**config.mk**
```make
export PLATFORM = sky130hd
export DESIGN_NAME = iob_axis_sim_loopback
export DESIGN_NICKNAME = d
export VERILOG_FILES = /design/src/rtl/iob_axis_sim_loopback_pkg.sv /design/src/rtl/iob_axis_sim_loopback_ch.sv /design/src/rtl/iob_axis_sim_loopback.sv
export SDC_FILE = /design/constraint.sdc
export NUM_CORES = 1
export LEC_CHECK = 0
export CAP_MARGIN = 20
export CORE_MARGIN = 4
export CORE_UTILIZATION = 45
export CTS_BUF_LIST = sky130_fd_sc_hd__clkbuf_8
export CTS_CLUSTER_DIAMETER = 80
export DETAILED_ROUTE_END_ITERATION = 16
export SLEW_MARGIN = 20
export SYNTH_ARGS = -nofsm -noshare
export SYNTH_HDL_FRONTEND = slang
export SYNTH_SLANG_ARGS = --single-unit
```
**constraint.sdc**
```tcl
create_clock -name clk_i -period 20.8 [get_ports clk_i]
set_input_delay 4.16 -clock clk_i [delete_from_list [all_inputs] [get_ports clk_i]]
set_output_delay 4.16 -clock clk_i [all_outputs]
set_load 0.05 [all_outputs]
```
**src/rtl/iob_axis_sim_loopback_pkg.sv**
```systemverilog
// iob_axis_sim_loopback shared package: default parameters,
// stall LFSR seed/taps/mask and the LFSR step function.
package iob_axis_sim_loopback_pkg;

  localparam int DEF_N_CH     = 1;
  localparam int DEF_DATA_W   = 32;
  localparam int DEF_DEPTH_W  = 4;
  localparam int DEF_PKT_MODE = 0;

  // x^16 + x^14 + x^13 + x^11 + 1, Fibonacci form, shift left
  localparam logic [15:0] LFSR_SEED  = 16'hACE1;
  localparam logic [15:0] LFSR_TAPS  = 16'hB400;
  localparam logic [1:0]  STALL_MASK = 2'b11;

  function automatic logic [15:0] lfsr_next(input logic [15:0] s);
    return {s[14:0], ^(s & LFSR_TAPS)};
  endfunction

endpackage

```
**src/rtl/iob_axis_sim_loopback_ch.sv**
```systemverilog
// iob_axis_sim_loopback_ch: one loopback channel (FIFO, level,
// packet count, sticky overflow, optional stall LFSR).
// Ports: clk_i, cke_i, arst_i, flush_i; s_t{valid,data,last}_i,
//   s_tready_o; m_t{valid,data,last}_o, m_tready_i; level_o, ovf_o.
// Macro IOB_AXIS_SIM_LOOPBACK_STALL_EN adds pseudo-random stalls.
module iob_axis_sim_loopback_ch
  import iob_axis_sim_loopback_pkg::*;
#(
  parameter int DATA_W   = DEF_DATA_W,
  parameter int DEPTH_W  = DEF_DEPTH_W,
  parameter int PKT_MODE = DEF_PKT_MODE,
  parameter int CH_IDX   = 0
) (
  input  logic               clk_i,
  input  logic               cke_i,
  input  logic               arst_i,
  input  logic               flush_i,
  input  logic               s_tvalid_i,
  input  logic [DATA_W-1:0]  s_tdata_i,
  input  logic               s_tlast_i,
  output logic               s_tready_o,
  output logic               m_tvalid_o,
  output logic [DATA_W-1:0]  m_tdata_o,
  output logic               m_tlast_o,
  input  logic               m_tready_i,
  output logic [DEPTH_W:0]   level_o,
  output logic               ovf_o
);

  localparam int DEPTH = 1 << DEPTH_W;
  localparam logic [DEPTH_W:0] FULL_LVL = DEPTH[DEPTH_W:0];

  logic [DATA_W:0]    mem [DEPTH];
  logic [DEPTH_W-1:0] wptr;
  logic [DEPTH_W-1:0] rptr;
  logic [DEPTH_W:0]   level;
  logic [DEPTH_W:0]   pkt_cnt;
  logic               ovf;
  logic [DATA_W:0]    rd;
  logic               empty;
  logic               full;
  logic               pkt_ok;
  logic               stall;
  logic               push;
  logic               pop;
  logic               push_last;
  logic               pop_last;

`ifdef IOB_AXIS_SIM_LOOPBACK_STALL_EN
  logic [15:0] lfsr;

  always_ff @(posedge clk_i or posedge arst_i) begin
    if (arst_i) begin
      lfsr <= LFSR_SEED ^ 16'(CH_IDX);
    end else if (cke_i) begin
      lfsr <= lfsr_next(lfsr);
    end
  end

  assign stall = (lfsr[1:0] & STALL_MASK) == 2'b00;
`else
  assign stall = 1'b0;
`endif

  assign rd    = mem[rptr];
  assign empty = level == '0;
  assign full  = level == FULL_LVL;

  // A full FIFO without a stored tlast is released anyway,
  // otherwise an oversize packet would wedge the channel.
  assign pkt_ok = (PKT_MODE == 0) || (pkt_cnt != '0) || full;

  assign s_tready_o = !full && !stall;
  assign m_tvalid_o = !empty && pkt_ok && !stall;
  assign m_tdata_o  = rd[DATA_W-1:0];
  assign m_tlast_o  = rd[DATA_W];
  assign level_o    = level;
  assign ovf_o      = ovf;

  assign push      = s_tvalid_i && s_tready_o;
  assign pop       = m_tvalid_o && m_tready_i;
  assign push_last = push && s_tlast_i;
  assign pop_last  = pop && rd[DATA_W];

  always_ff @(posedge clk_i or posedge arst_i) begin
    if (arst_i) begin
      for (int i = 0; i < DEPTH; i++) mem[i] <= '0;
      wptr    <= '0;
      rptr    <= '0;
      level   <= '0;
      pkt_cnt <= '0;
      ovf     <= 1'b0;
    end else if (cke_i) begin
      if (flush_i) begin
        wptr    <= '0;
        rptr    <= '0;
        level   <= '0;
        pkt_cnt <= '0;
        ovf     <= 1'b0;
      end else begin
        if (push) begin
          mem[wptr] <= {s_tlast_i, s_tdata_i};
          wptr      <= wptr + 1'b1;
        end
        if (pop) rptr <= rptr + 1'b1;
        unique case ({push, pop})
          2'b10:   level <= level + 1'b1;
          2'b01:   level <= level - 1'b1;
          default: ;
        endcase
        unique case ({push_last, pop_last})
          2'b10:   pkt_cnt <= pkt_cnt + 1'b1;
          2'b01:   pkt_cnt <= pkt_cnt - 1'b1;
          default: ;
        endcase
        if (s_tvalid_i && full) ovf <= 1'b1;
      end
    end
  end

endmodule

```
**src/rtl/iob_axis_sim_loopback.sv**
```systemverilog
// iob_axis_sim_loopback: N_CH independent AXIS loopback channels
// for SoC simulation wrappers (buffer s_* beats, replay on m_*).
// Ports: clk_i, cke_i, arst_i, flush_i[N_CH]; s_t{valid,data,last}_i,
//   s_tready_o; m_t{valid,data,last}_o, m_tready_i; level_o, ovf_o.
// Macro IOB_AXIS_SIM_LOOPBACK_STALL_EN adds pseudo-random stalls.
module iob_axis_sim_loopback
  import iob_axis_sim_loopback_pkg::*;
#(
  parameter int N_CH     = DEF_N_CH,
  parameter int DATA_W   = DEF_DATA_W,
  parameter int DEPTH_W  = DEF_DEPTH_W,
  parameter int PKT_MODE = DEF_PKT_MODE
) (
  input  logic                      clk_i,
  input  logic                      cke_i,
  input  logic                      arst_i,
  input  logic [N_CH-1:0]           flush_i,
  input  logic [N_CH-1:0]           s_tvalid_i,
  input  logic [N_CH*DATA_W-1:0]    s_tdata_i,
  input  logic [N_CH-1:0]           s_tlast_i,
  output logic [N_CH-1:0]           s_tready_o,
  output logic [N_CH-1:0]           m_tvalid_o,
  output logic [N_CH*DATA_W-1:0]    m_tdata_o,
  output logic [N_CH-1:0]           m_tlast_o,
  input  logic [N_CH-1:0]           m_tready_i,
  output logic [N_CH*(DEPTH_W+1)-1:0] level_o,
  output logic [N_CH-1:0]           ovf_o
);

  localparam int LW = DEPTH_W + 1;

  for (genvar c = 0; c < N_CH; c++) begin : g_ch
    iob_axis_sim_loopback_ch #(
      .DATA_W   (DATA_W),
      .DEPTH_W  (DEPTH_W),
      .PKT_MODE (PKT_MODE),
      .CH_IDX   (c)
    ) u_ch (
      .clk_i      (clk_i),
      .cke_i      (cke_i),
      .arst_i     (arst_i),
      .flush_i    (flush_i[c]),
      .s_tvalid_i (s_tvalid_i[c]),
      .s_tdata_i  (s_tdata_i[c*DATA_W +: DATA_W]),
      .s_tlast_i  (s_tlast_i[c]),
      .s_tready_o (s_tready_o[c]),
      .m_tvalid_o (m_tvalid_o[c]),
      .m_tdata_o  (m_tdata_o[c*DATA_W +: DATA_W]),
      .m_tlast_o  (m_tlast_o[c]),
      .m_tready_i (m_tready_i[c]),
      .level_o    (level_o[c*LW +: LW]),
      .ovf_o      (ovf_o[c])
    );
  end

endmodule

```
Yosys cells after proc, flatten, opt, wreduce, memory -nomap -nowiden
Index checks and enable logic that the tools add are counted.
{"block": "totals", "reg_bits": 542, "inputBits": 39, "output_inout_bits": 41, "word_cells": 63}
{"block": "classes", "n_addsub": 4, "order_cmp": 3, "eq_ne": 3, "muxes": 14, "n_bitwise": 3, "reduce_logical": 16}
{"cell": "$bwmux 528", "n": 1}
{"cell": "$bmux 33 s4", "n": 1}
{"cell": "$demux 33 s4", "n": 1}
{"cell": "$mux 33", "n": 3}
{"cell": "$mux 4", "n": 4}
{"cell": "$ge 5x5->1 const B", "n": 2}
{"cell": "$not 4->5", "n": 2}
{"cell": "$pmux 5 s2", "n": 1}
{"cell": "$add 4x1->4 const B", "n": 2}
{"cell": "$reduce_and 2->1", "n": 4}
{"cell": "$reduce_bool 2->1", "n": 3}
{"cell": "$add 5x1->5 const B", "n": 1}
{"cell": "$eq 5x5->1 const B", "n": 1}
{"cell": "$logic_not 5->1", "n": 1}
{"cell": "$lt 5x1->1 const B", "n": 1}
{"cell": "$mux 5", "n": 1}
{"cell": "$sub 5x1->5 const B", "n": 1}
{"cell": "$logic_and 1x1->1", "n": 4}
{"cell": "$reduce_and 3->1", "n": 1}
{"cell": "$reduce_bool 3->1", "n": 1}
{"cell": "$eq 2x1->1 const B", "n": 1}
{"cell": "$eq 2x2->1 const B", "n": 1}
{"cell": "$logic_not 1->1", "n": 2}
{"cell": "$mux 1", "n": 2}
{"cell": "$not 1->1", "n": 1}

Logic depth before layout (Yosys ltp)
Gate-level depths: netlist of run 1.
{"block": "logic_depth", "word_depth": 6, "mapped_depth": 10, "ltp_nobuf": 9}

Worst setup path after synthesis of run 1
No wires, ideal clock.
{"block": "synth_path", "path_kind": "register to output", "from": "reg g_ch[0].u_ch.rptr[0]", "to": "out m_tdata_o[0]", "t_arrival_ns": 2.098, "setup_slack_ns": 14.542, "path_stages_with_launch": 6, "cell_sequence": "dfrtp_1 > buf_2 > buf_1 > mux4_2 > a22oi_1 > nand2_1"}
{"block": "synth_via", "elab_chain_len": 4}
{"element": "from (decl)", "line": "iob_axis_sim_loopback_ch.sv:35", "rtl": "logic [DEPTH_W-1:0] rptr;"}
{"element": "from (signal assigned)", "line": "iob_axis_sim_loopback_ch.sv:105", "rtl": "if (pop) rptr <= rptr + 1'b1;"}
{"element": "$not 4->5 (not written as such)", "line": "iob_axis_sim_loopback_ch.sv:65", "rtl": "assign rd = mem[rptr];"}
{"element": "$bmux 33 s4", "line": "iob_axis_sim_loopback_ch.sv:65"}
{"element": "$mux 33 (not written as such) (2 in series)", "line": "iob_axis_sim_loopback_ch.sv:65"}
{"element": "to (decl)", "line": "iob_axis_sim_loopback.sv:23", "rtl": "output logic [N_CH*DATA_W-1:0] m_tdata_o,"}
No other way between the ends. The select of a mux whose other input is x is not followed.

Worst setup path after layout of run 1
{"block": "layout_path", "from": "reg g_ch[0].u_ch.rptr[0]", "to": "out m_tdata_o[19]"}
The elaborated chain is that of the path after synthesis.

==> results of run 1 <==
-- worst min path at each step --
| stage | slack [ps] | end | from | cells past startpoint |
|---|---|---|---|---|
| floorplan | 470 | g_ch[0].u_ch.mem[458]$_DFFE_PP0P_ | g_ch[0].u_ch.mem[458]$_DFFE_PP0P_ | 1 |
| global placement | 480 | g_ch[0].u_ch.mem[397]$_DFFE_PP0P_ | g_ch[0].u_ch.mem[397]$_DFFE_PP0P_ | 1 |
| detailed placement | 490 | g_ch[0].u_ch.mem[432]$_DFFE_PP0P_ | g_ch[0].u_ch.mem[432]$_DFFE_PP0P_ | 1 |
| CTS | 500 | g_ch[0].u_ch.mem[453]$_DFFE_PP0P_ | g_ch[0].u_ch.mem[453]$_DFFE_PP0P_ | 1 |
| global route | 510 | g_ch[0].u_ch.mem[372]$_DFFE_PP0P_ | g_ch[0].u_ch.mem[372]$_DFFE_PP0P_ | 1 |
| finish | 500 | g_ch[0].u_ch.mem[397]$_DFFE_PP0P_ | g_ch[0].u_ch.mem[397]$_DFFE_PP0P_ | 1 |
-- kinds of logic (layout without fill, tap and decap cells) --
family / Yosys count / count (layout) / share of synthesized area [%]
simple gates: 96 / 96 / 2.06
xor+xnor: 5 / 5 / 0.175
compound gates: 193 / 193 / 4.89
flops: 542 / 542 / 54.2
fa+ha+maj: 7 / 7 / 0.350
other cells: 0 / 1 / 0
mux: 729 / 729 / 35.3
buf+inv: 151 / 281 / 3.04
-- cell usage after synthesis (all sizes together) --
library cell	n	area share [%]
mux2	561	25
dfrtp	542	54
mux2i	102	4.1
buf	73	1.9
o21ai	73	1.5
clkbuf	70	1.1
mux4	66	5.9
nand2	53	0.80
a21oi	42	0.84
a221oi	33	1.2
a22oi	33	0.99
nor2	14	0.30
inv	8	0.12
ha	7	0.35
nand3	6	0.17
nand4	6	0.25
xor2	5	0.18
nand2b	3	0.075
nor3	3	0.10
or3	3	0.075
or4	3	0.10
a21boi	2	0.075
nor2b	2	0.050
o31ai	2	0.060
a21o	1	0.030
a31o	1	0.035
a31oi	1	0.025
a32o	1	0.040
a41o	1	0.040
a41oi	1	0.035
and2	1	0.025
and3	1	0.025
nor4	1	0.085
o2bb2ai	1	0.035
o311ai	1	0.065
-- registers in the layout, indices dropped and copies added (netlist names) --
register and flops:
g_ch.u_ch.level_o 5, g_ch.u_ch.mem 528, g_ch.u_ch.rptr 4, g_ch.u_ch.ovf_o 1, g_ch.u_ch.wptr 4
-- power by group through the flow --
stage	Sequential [uW]	Clock, uW	Combinational [uW]
finish	1280	962	1020
global placement	1300	0	1020
detailed placement	1300	0	1030
global route	1300	1040	1080
CTS	1280	993	1030
floorplan	1260	0	763
-- final cells by class --
class	instances	area [um^2]
Inverter	8	37.5
Clock inverter	38	165
Timing Repair Buffer	109	1030
Fill cell	4788	26800
Tap cell	748	936
Antenna cell	1	2.50
Multi-Input combinational cell	1030	10800
Sequential cell	542	13600
Clock buffer	126	1730
-- placed cells by master (no fill, tap or decap), types with 9 or more instances in the layout --
master	netlist	routed
mux2i_1	101	101
clkdlybuf4s50_1	0	79
nor2_4	0	9
clkbuf_8	0	126
dfrtp_1	542	538
mux4_2	66	66
o21ai_0	73	73
mux2_2	561	561
a22oi_1	33	33
inv_1	8	34
buf_4	12	28
nand2_1	53	53
clkinv_2	0	9
a221oi_1	33	33
a21oi_1	42	42
-- routing by layer --
layer	part of all wire (%)	routed length, um	vias up
li1	-	-	6517
met1	46	28500	7902
met2	49	30100	233
met3	3.4	2090	87
met4	1.8	1100	4
met5	0.042	26	-
-- through the flow --
stage / worst slack (ps) / power, uW / instances
after floorplan: 1490 / 2020 / 1723
after global placement: 12240 / 2310 / 2437
after detailed placement: 12260 / 2330 / 2437
after CTS: 11480 / 3310 / 2601
after global routing: 11250 / 3420 / 2602
final: 11590 / 3260 / 2602
==> results.txt, run 1 <==
Top Usage Layer GRT: met2
Buf+Inv Stages, Crit Path: 3
Crit path cell chain: buf_4 > buf_12 > mux2_2 > o21ai_0 > a21oi_1 > a22oi_1 > nand2_1 > clkdlybuf4s50_1
Slew margin rel.: 34.7%
P_sw: 1100 uW
Max Fclk: 0.109 GHz
Gate Count Post-Synth: 1723
RSZ-0062 raised after global routing: no
Cell count of the worst reg-to-reg path: 5
Half-perimeter wire length after placement: 32800 um
Clock power share: 29.5%
Layout Area Growth over Synthesis: 13.0%
Die area: 59400 um^2
Worst skew pair latency: 680 ps
Worst R2R End: g_ch[0].u_ch.rptr[1]$_DFFE_PP0P_
Yosys reg bits: 542
Max IR drop VDD: 0.0736 mV
Worst path depth: 8
DR vias: 14700
Crit Path Max Fanout: 115
Initial Utilization: 45.4%
First-pass DRT Iterations: 5
Wire length per cell: 23.8 um
Internal: 2160 uW
Skew final: 47.1 ps
Hold Path Class: flop to flop
Clock root cell: clkbuf_8
First DRT Iteration DRCs: 861
CP startpoint: g_ch[0].u_ch.rptr[0]$_DFFE_PP0P_
Hold buffer count at cts: 0
Power Density: 115 nW/um^2
CTS-repair resized insts: 0
Placed Area: 26400 um^2
Synth Cell Area: 25000 um^2
Initial antenna violation count: 3
Post-CTS Setup Bufs: 0
FF-to-FF Start: g_ch[0].u_ch.rptr[0]$_DFFE_PP0P_
Port Buffer Count: 79
GR Util met1: 28.9%
Via density: 5.67
Required @ worst endpoint: 16640 ps
Warnings from Yosys: 0
Tmin final: 9210 ps
DRT antenna net count: 0
Status: finished clean
Nets: 1831
Delay-heaviest family, CP: buffers and inverters
Worst Setup EP: m_tdata_o[19]
Maximum buffer depth of the clock tree: 3
WS Path Type: flop to output pin
Core Area: 55100 um^2
Layout cells sized above 1: 44.5%
Met2 GRT Util: 35.5%
Largest net degree at the start of global routing: 134
# IOs: 80
GRT Total Usage: 21.2%
Slowest-stage cell, CP: dfrtp_4
Net Sw Frac: 33.8%
Final Hold Viols: 0
Routability-driven placement congestion ratio: 0.735
Distinct cell type count after synthesis: 45
Crit path DAT: 5050 ps
Layout Utilization: 51.3%
Max Cap Viol: 0
Drc violations: 0
Global routing usage on met3: 3.48%
Reg2reg setup slack: 17310 ps
Hold Slack: 499 ps
Htree depth: 3
Vias in the first global route: 16000
WL final: 61800 um
First-pass GRT wire length: 97400 um
Overflow after GRT: 0
Clk sink count: 542
Critical Path Start Type: flop
Syn_nets: 1769
Sequential element share of the synthesized area: 54.2%
Worst slew pin tran: 979 ps
Site Rows: 86
TritonCTS clock tree: yes
Die width: 244 um
Crit share post-route: 44.3%
Setup TNS: 0 ps
Die height: 244 um
Setup Viol. Count Final: 0
Mean Syn Cell Area: 14.5 um^2
LEAKAGE: 0.0133 uW
Clock-pin slew on the worst setup and hold paths: 60 ps
Worst Setup End Kind: output pin
CP peak stage delay: 960 ps
Final instance area: 28300 um^2
Max-slew violations: 0
Comb pwr share: 31.2%
CTS Buf Count: 94
Power share of the sequential group: 39.3%
Note: power is estimated with default switching activity, not from simulation.
==> inputs of run 2 (changes only) <==
- clock period: 20.8 -> 8.7 ns (I/O delays scaled with it)
==> results.txt, run 2 (synthesis results as in run 1) <==
Status: finished clean
Setup Viol. Count Final: 0 (unchanged)
Area occupied by multi-input gates: 10800 um^2 (unchanged)
Maximum buffer depth of the clock tree: 3 (unchanged)
Htree depth: 3 (unchanged)
GRT Total Usage: 20.8% (-0.36 points)
Layout Utilization: 51.7% (+0.36 points)
Global routing usage on met3: 3.72% (+0.24 points)
DR vias: 14900 (+1.1%)
Top Usage Layer GRT: met2
Die height: 244 um (unchanged)
FF-to-FF Start: g_ch[0].u_ch.level_o[1]$_DFFE_PP0P_
Crit share post-route: 70.1%
Skew final: 18.9 ps (-28.2 ps)
Required @ worst endpoint: 6960 ps (-9680 ps)
Site Rows: 86 (unchanged)
Hold Path Origin: g_ch[0].u_ch.mem[401]$_DFFE_PP0P_
Hold Slack: 497 ps (-1.85 ps)
First-pass DRT Iterations: 5 (unchanged)
CTS Buf Count: 93 (-1.1%)
Power Density: 278 nW/um^2 (+140%)
Slowest-stage cell, CP: nor2b_4
Wire length per cell: 23.3 um (-2.0%)
Vias in the first global route: 16100 (+0.57%)
Half-perimeter wire length after placement: 34500 um (+5.4%)
Cell count of the worst reg-to-reg path: 6 (+1)
First-pass GRT wire length: 96700 um (-0.79%)
Worst Setup End Kind: output pin
Drc violations: 0 (unchanged)
WL final: 60800 um (-1.7%)
WS Path Type: flop to output pin
Routability-driven placement congestion ratio: 0.730 (-0.65%)
Fillcell total: 4720 (-1.4%)
# IOs: 80 (unchanged)
Most frequent cells in the layout: mux2_2 (561), dfrtp_1 (538), clkbuf_8 (126), mux2i_1 (101), clkdlybuf4s50_1 (79)
Worst R2R End: g_ch[0].u_ch.mem[98]$_DFFE_PP0P_
Register area: 13600 um^2 (unchanged)
Reg2reg setup slack: 5200 ps (-12110 ps)
Post-CTS Setup Bufs: 0 (unchanged)
Commonest non-fill, non-tap cell in the layout: mux2_2
Final instance area: 28500 um^2 (+0.69%)
Met2 GRT Util: 33.5% (-2.0 points)
Crit path cell chain: buf_4 > nor2b_4 > buf_4 > a221oi_1 > a22oi_1 > nand2_1 > clkdlybuf4s50_1
TritonCTS clock tree: yes
RSZ-0062 raised after global routing: no
Max Fclk: 0.164 GHz
Placed Area: 26500 um^2 (+0.44%)
Die area: 59400 um^2 (unchanged)
Crit path DAT: 4360 ps (-690 ps)
Worst skew pair latency: 660 ps (-20 ps)
CP startpoint: g_ch[0].u_ch.rptr[2]$_DFFE_PP0P_
Delay-heaviest family, CP: buffers and inverters
Clk sink count: 542 (unchanged)
Core Area: 55100 um^2 (unchanged)
Initial Utilization: 45.4% (unchanged)
Largest net degree at the start of global routing: 161 (+20%)
Top cell by count, worst path: buf_4
Nets: 1834 (+0.16%)
Worst slew pin tran: 1010 ps (+26.8 ps)
GR Util met1: 29.2% (+0.31 points)
LEAKAGE: 0.0134 uW (+0.73%)
Crit Path Max Fanout: 40 (-65%)
Buf+Inv Stages, Crit Path: 3 (unchanged)
Max reg flops: 528 (unchanged)
Overflow after GRT: 0 (unchanged)
Max IR drop VDD: 0.225 mV (+210%)
Clock-pin slew on the worst setup and hold paths: 60 ps (about the same)
Max-slew violations: 0 (unchanged)
Die width: 244 um (unchanged)
Tmin final: 6100 ps
Worst path depth: 7 (-1)
Slew margin rel.: 32.7% (-2.0 points)
Initial antenna violation count: 2 (-1)
Hold buffer count at cts: 0 (unchanged)
Max Cap Viol: 0 (unchanged)
Critical Path Start Type: flop
Layout cells sized above 1: 44.7% (+0.18 points)
DRT antenna net count: 0 (unchanged)
Final Hold Viols: 0 (unchanged)
CP peak stage delay: 820 ps (-140 ps)
Worst Setup EP: m_tdata_o[5]
Port Buffer Count: 79 (unchanged)
Via density: 5.71 (+0.74%)
Clock root cell: clkbuf_8
First DRT Iteration DRCs: 793 (-7.9%)
Layout Area Growth over Synthesis: 13.8%
Largest reg by FF count: g_ch.u_ch.mem
Hold Path Class: flop to flop
CTS-repair resized insts: 0 (unchanged)
==> run 2: cell types whose count changed in the layout (fill, tap and decap cells not counted), sizes merged <==
cell,delta
buf,+4
clkinv,+1
bufinv,+2
diode,+1
clkinvlp,+1
==> run 2: stage by stage <==
stage	instances	power [uW]	TNS, ps	worst slack (ps)
floorplan	1723	4840	-223280	-412
global placement	2436	5580	0	3370
detailed placement	2441	5610	0	3350
CTS	2609	8040	0	2590
global route	2611	8320	0	2380
finish	2611	7920	0	2600
==> run 2: final cells by class <==
type	count	area share, %
Timing Repair Buffer	113	4.05
Multi-Input combinational cell	1030	37.9
Clock buffer	126	6.09
Tap cell	748	3.29
Clock inverter	42	0.852
Antenna cell	2	0.0176
Inverter	8	0.119
Sequential cell	542	47.7
==> run 2: worst min path at each step <==
stage,endpoint,slack [ps],depth (start not counted)
floorplan,g_ch[0].u_ch.mem[458]$_DFFE_PP0P_,470,1
global route,g_ch[0].u_ch.mem[10]$_DFFE_PP0P_,510,1
finish,g_ch[0].u_ch.mem[401]$_DFFE_PP0P_,500,1
CTS,g_ch[0].u_ch.mem[429]$_DFFE_PP0P_,500,1
detailed placement,g_ch[0].u_ch.mem[450]$_DFFE_PP0P_,490,1
global placement,g_ch[0].u_ch.mem[440]$_DFFE_PP0P_,480,1
==> run 2: per-layer routing <==
metal / vias to the layer above / share of wire [%] / wire (um)
li1: 6512 / - / -
met1: 8019 / 46 / 27900
met2: 276 / 48 / 29300
met3: 96 / 3.6 / 2190
met4: 0 / 2.4 / 1440
met5: - / 0 / 0
==> run 2: worst reg2reg max path, stage by stage, from the launching register on <==
cell and delay [ps]:
dfrtp_1 550, nor4_4 140, a21boi_2 700, nand3_1 450
nor2_4 590, buf_4 540, mux2_2 400
==> run 2: where the power goes <==
group / leakage [uW] / internal [uW] / switching [uW]
sequential: 0.00739 / 2820 / 239
clock: 0.00113 / 1350 / 1040
combinational: 0.00488 / 1060 / 1420
==> inputs of run 3 (changes only) <==
- clock period: 8.7 -> 5.7 ns (I/O delays scaled with it)
==> results.txt, run 3 (synthesis results as in run 1) <==
LEAKAGE: 0.0134 uW (+0.13%)
Comb pwr share: 31.7% (+0.4 points)
Final Hold Viols: 0 (unchanged)
Slowest-stage cell, CP: dfrtp_4
Via density: 5.64 (-1.2%)
Crit path cell chain: buf_4 > mux2i_1 > a221oi_1 > o21ai_0 > nand2_1 > clkdlybuf4s50_1
Die area: 59400 um^2 (unchanged)
DRT antenna net count: 0 (unchanged)
Max Fclk: 0.203 GHz
CTS Buf Count: 93 (unchanged)
Crit share post-route: 86.5%
Wire length per cell: 23.1 um (-0.56%)
Max Cap Viol: 0 (unchanged)
Commonest non-fill, non-tap cell in the layout: mux2_2
Net Sw Frac: 33.9% (-0.059 points)
Max reg flops: 528 (unchanged)
Hold Path Origin: g_ch[0].u_ch.mem[442]$_DFFE_PP0P_
Worst skew pair latency: 690 ps (+30 ps)
Routability-driven placement congestion ratio: 0.750 (+2.7%)
Required @ worst endpoint: 4560 ps (-2400 ps)
Pre-CTS WS: 1380 ps (-1960 ps)
First DRT Iteration DRCs: 948 (+20%)
Largest net degree at the start of global routing: 153 (-5.0%)
Placed Area: 26600 um^2 (+0.56%)
CTS-repair resized insts: 0 (unchanged)
Htree depth: 3 (unchanged)
Largest reg by FF count: g_ch.u_ch.mem
FF-to-FF Start: g_ch[0].u_ch.level_o[2]$_DFFE_PP0P_
Clock root cell: clkbuf_8
Core Area: 55100 um^2 (unchanged)
# IOs: 80 (unchanged)
Layout Area Growth over Synthesis: 14.0%
Clock power share: 29.3% (-0.8 points)
Max-slew violations: 0 (unchanged)
Internal: 7910 uW (+51%)
P_sw: 4060 uW (+51%)
Most frequent cells in the layout: mux2_2 (561), dfrtp_1 (538), clkbuf_8 (120), mux2i_1 (101), clkdlybuf4s50_1 (79)
Worst R2R End: g_ch[0].u_ch.mem[60]$_DFFE_PP0P_
Skew final: 24.1 ps (+5.19 ps)
Layout Utilization: 51.8% (+0.079 points)
Die width: 244 um (unchanged)
WS Path Type: flop to output pin
Status: finished clean
Vias in the first global route: 16100 (-0.26%)
Tmin final: 4930 ps
Hold Path Class: flop to flop
RSZ-0062 raised after global routing: no
Nets: 1844 (+0.55%)
Hold buffer count at cts: 0 (unchanged)
Crit Path Max Fanout: 43 (+7.5%)
Post-CTS Setup Bufs: 0 (unchanged)
Initial antenna violation count: 2 (unchanged)
DR vias: 14800 (-0.95%)
Worst Setup End Kind: output pin
Reg2reg setup slack: 2660 ps (-2540 ps)
Hold EP: g_ch[0].u_ch.mem[442]$_DFFE_PP0P_
Site Rows: 86 (unchanged)
Hold-critical path depth: 1 (unchanged)
First-pass DRT Iterations: 5 (unchanged)
Port Buffer Count: 79 (unchanged)
Die height: 244 um (unchanged)
Worst slew pin tran: 1030 ps (+22.9 ps)
Maximum buffer depth of the clock tree: 3 (unchanged)
Setup Viol. Count Final: 0 (unchanged)
Drc violations: 0 (unchanged)
Fillcell total: 4786 (+1.4%)
Crit path DAT: 3790 ps (-570 ps)
Initial Utilization: 45.4% (unchanged)
First-pass GRT wire length: 96700 um (unchanged)
Hold Slack: 499 ps (+1.82 ps)
Layout cells sized above 1: 44.7% (about the same)
Final worst setup slack: 767 ps (-1840 ps)
TritonCTS clock tree: yes
GRT Total Usage: 20.8% (about the same)
Half-perimeter wire length after placement: 34700 um (+0.48%)
Critical Path Start Type: flop
Cell count of the worst reg-to-reg path: 7 (+1)
Slew margin rel.: 31.4% (-1.3 points)
Power share of the sequential group: 39.0% (+0.4 points)
WL final: 60600 um (-0.30%)
CP peak stage delay: 1000 ps (+180 ps)
Overflow after GRT: 0 (unchanged)
Clock-pin slew on the worst setup and hold paths: 70 ps (about the same)
Clk sink count: 542 (unchanged)
Power Density: 420 nW/um^2 (+51%)
Final instance area: 28500 um^2 (+0.15%)
Max IR drop VDD: 0.331 mV (+47%)
[run 3: cell count changes in the layout (fill, tap and decap cells not counted), sizes merged]
cell and delta:
buf +10, clkinvlp +1, inv +4, bufinv -1, clkinv -1, clkbuf -6
[run 3: stage by stage]
| step | TNS (ps) | instances | power (uW) |
|---|---|---|---|
| 3_5_place_dp | 0 | 2451 | 8590 |
| 6_report | 0 | 2618 | 12000 |
| 3_3_place_gp | 0 | 2451 | 8530 |
| 5_1_grt | 0 | 2617 | 12600 |
| 2_1_floorplan | -1524080 | 1723 | 7380 |
| 4_1_cts | 0 | 2616 | 12200 |
[run 3: final cells by class]
type	instances	area (um^2)	area share, %
diodes	2	5.00	0.0175
clock buffers	120	1650	5.79
clock inverters	45	221	0.776
inverters	8	33.8	0.118
multi-input cells	1030	10800	37.9
flip-flops and latches	542	13600	47.6
well taps	748	936	3.28
repair buffers	123	1300	4.54
[run 3: worst max-delay path: cells and delay by family, from the launching register on]
family	cells	cell delay, ps
buf+inv	2	1250
flops	1	1000
compound gates	2	540
simple gates	1	140
mux	1	120
[run 3: how the worst max path moves through the flow]
stage | from | end | depth (start not counted)
2_1_floorplan | arst_i | g_ch[0].u_ch.level_o[0]$_DFFE_PP0P_ | 1
3_5_place_dp | cke_i | g_ch[0].u_ch.mem[74]$_DFFE_PP0P_ | 8
5_1_grt | g_ch[0].u_ch.rptr[0]$_DFFE_PP0P_ | m_tdata_o[4] | 7
6_report | g_ch[0].u_ch.rptr[0]$_DFFE_PP0P_ | m_tdata_o[25] | 6
3_3_place_gp | cke_i | g_ch[0].u_ch.mem[69]$_DFFE_PP0P_ | 8
4_1_cts | g_ch[0].u_ch.rptr[0]$_DFFE_PP0P_ | m_tdata_o[25] | 7
[run 3: metal layers]
layer	vias to the layer above	share of wire (%)	GRT usage (%)
li1	6536	-	-
met1	7920	45	28.2
met2	214	50	35.0
met3	89	3.4	3.66
met4	2	1.8	5.49
met5	-	0.018	0
[run 3: power by group through the flow]
stage	clock network [uW]	logic, uW	registers [uW]
after floorplan	0	2780	4600
after global placement	0	3820	4710
after detailed placement	0	3840	4750
after CTS	3620	3860	4680
after global routing	3790	4050	4740
final	3500	3800	4670
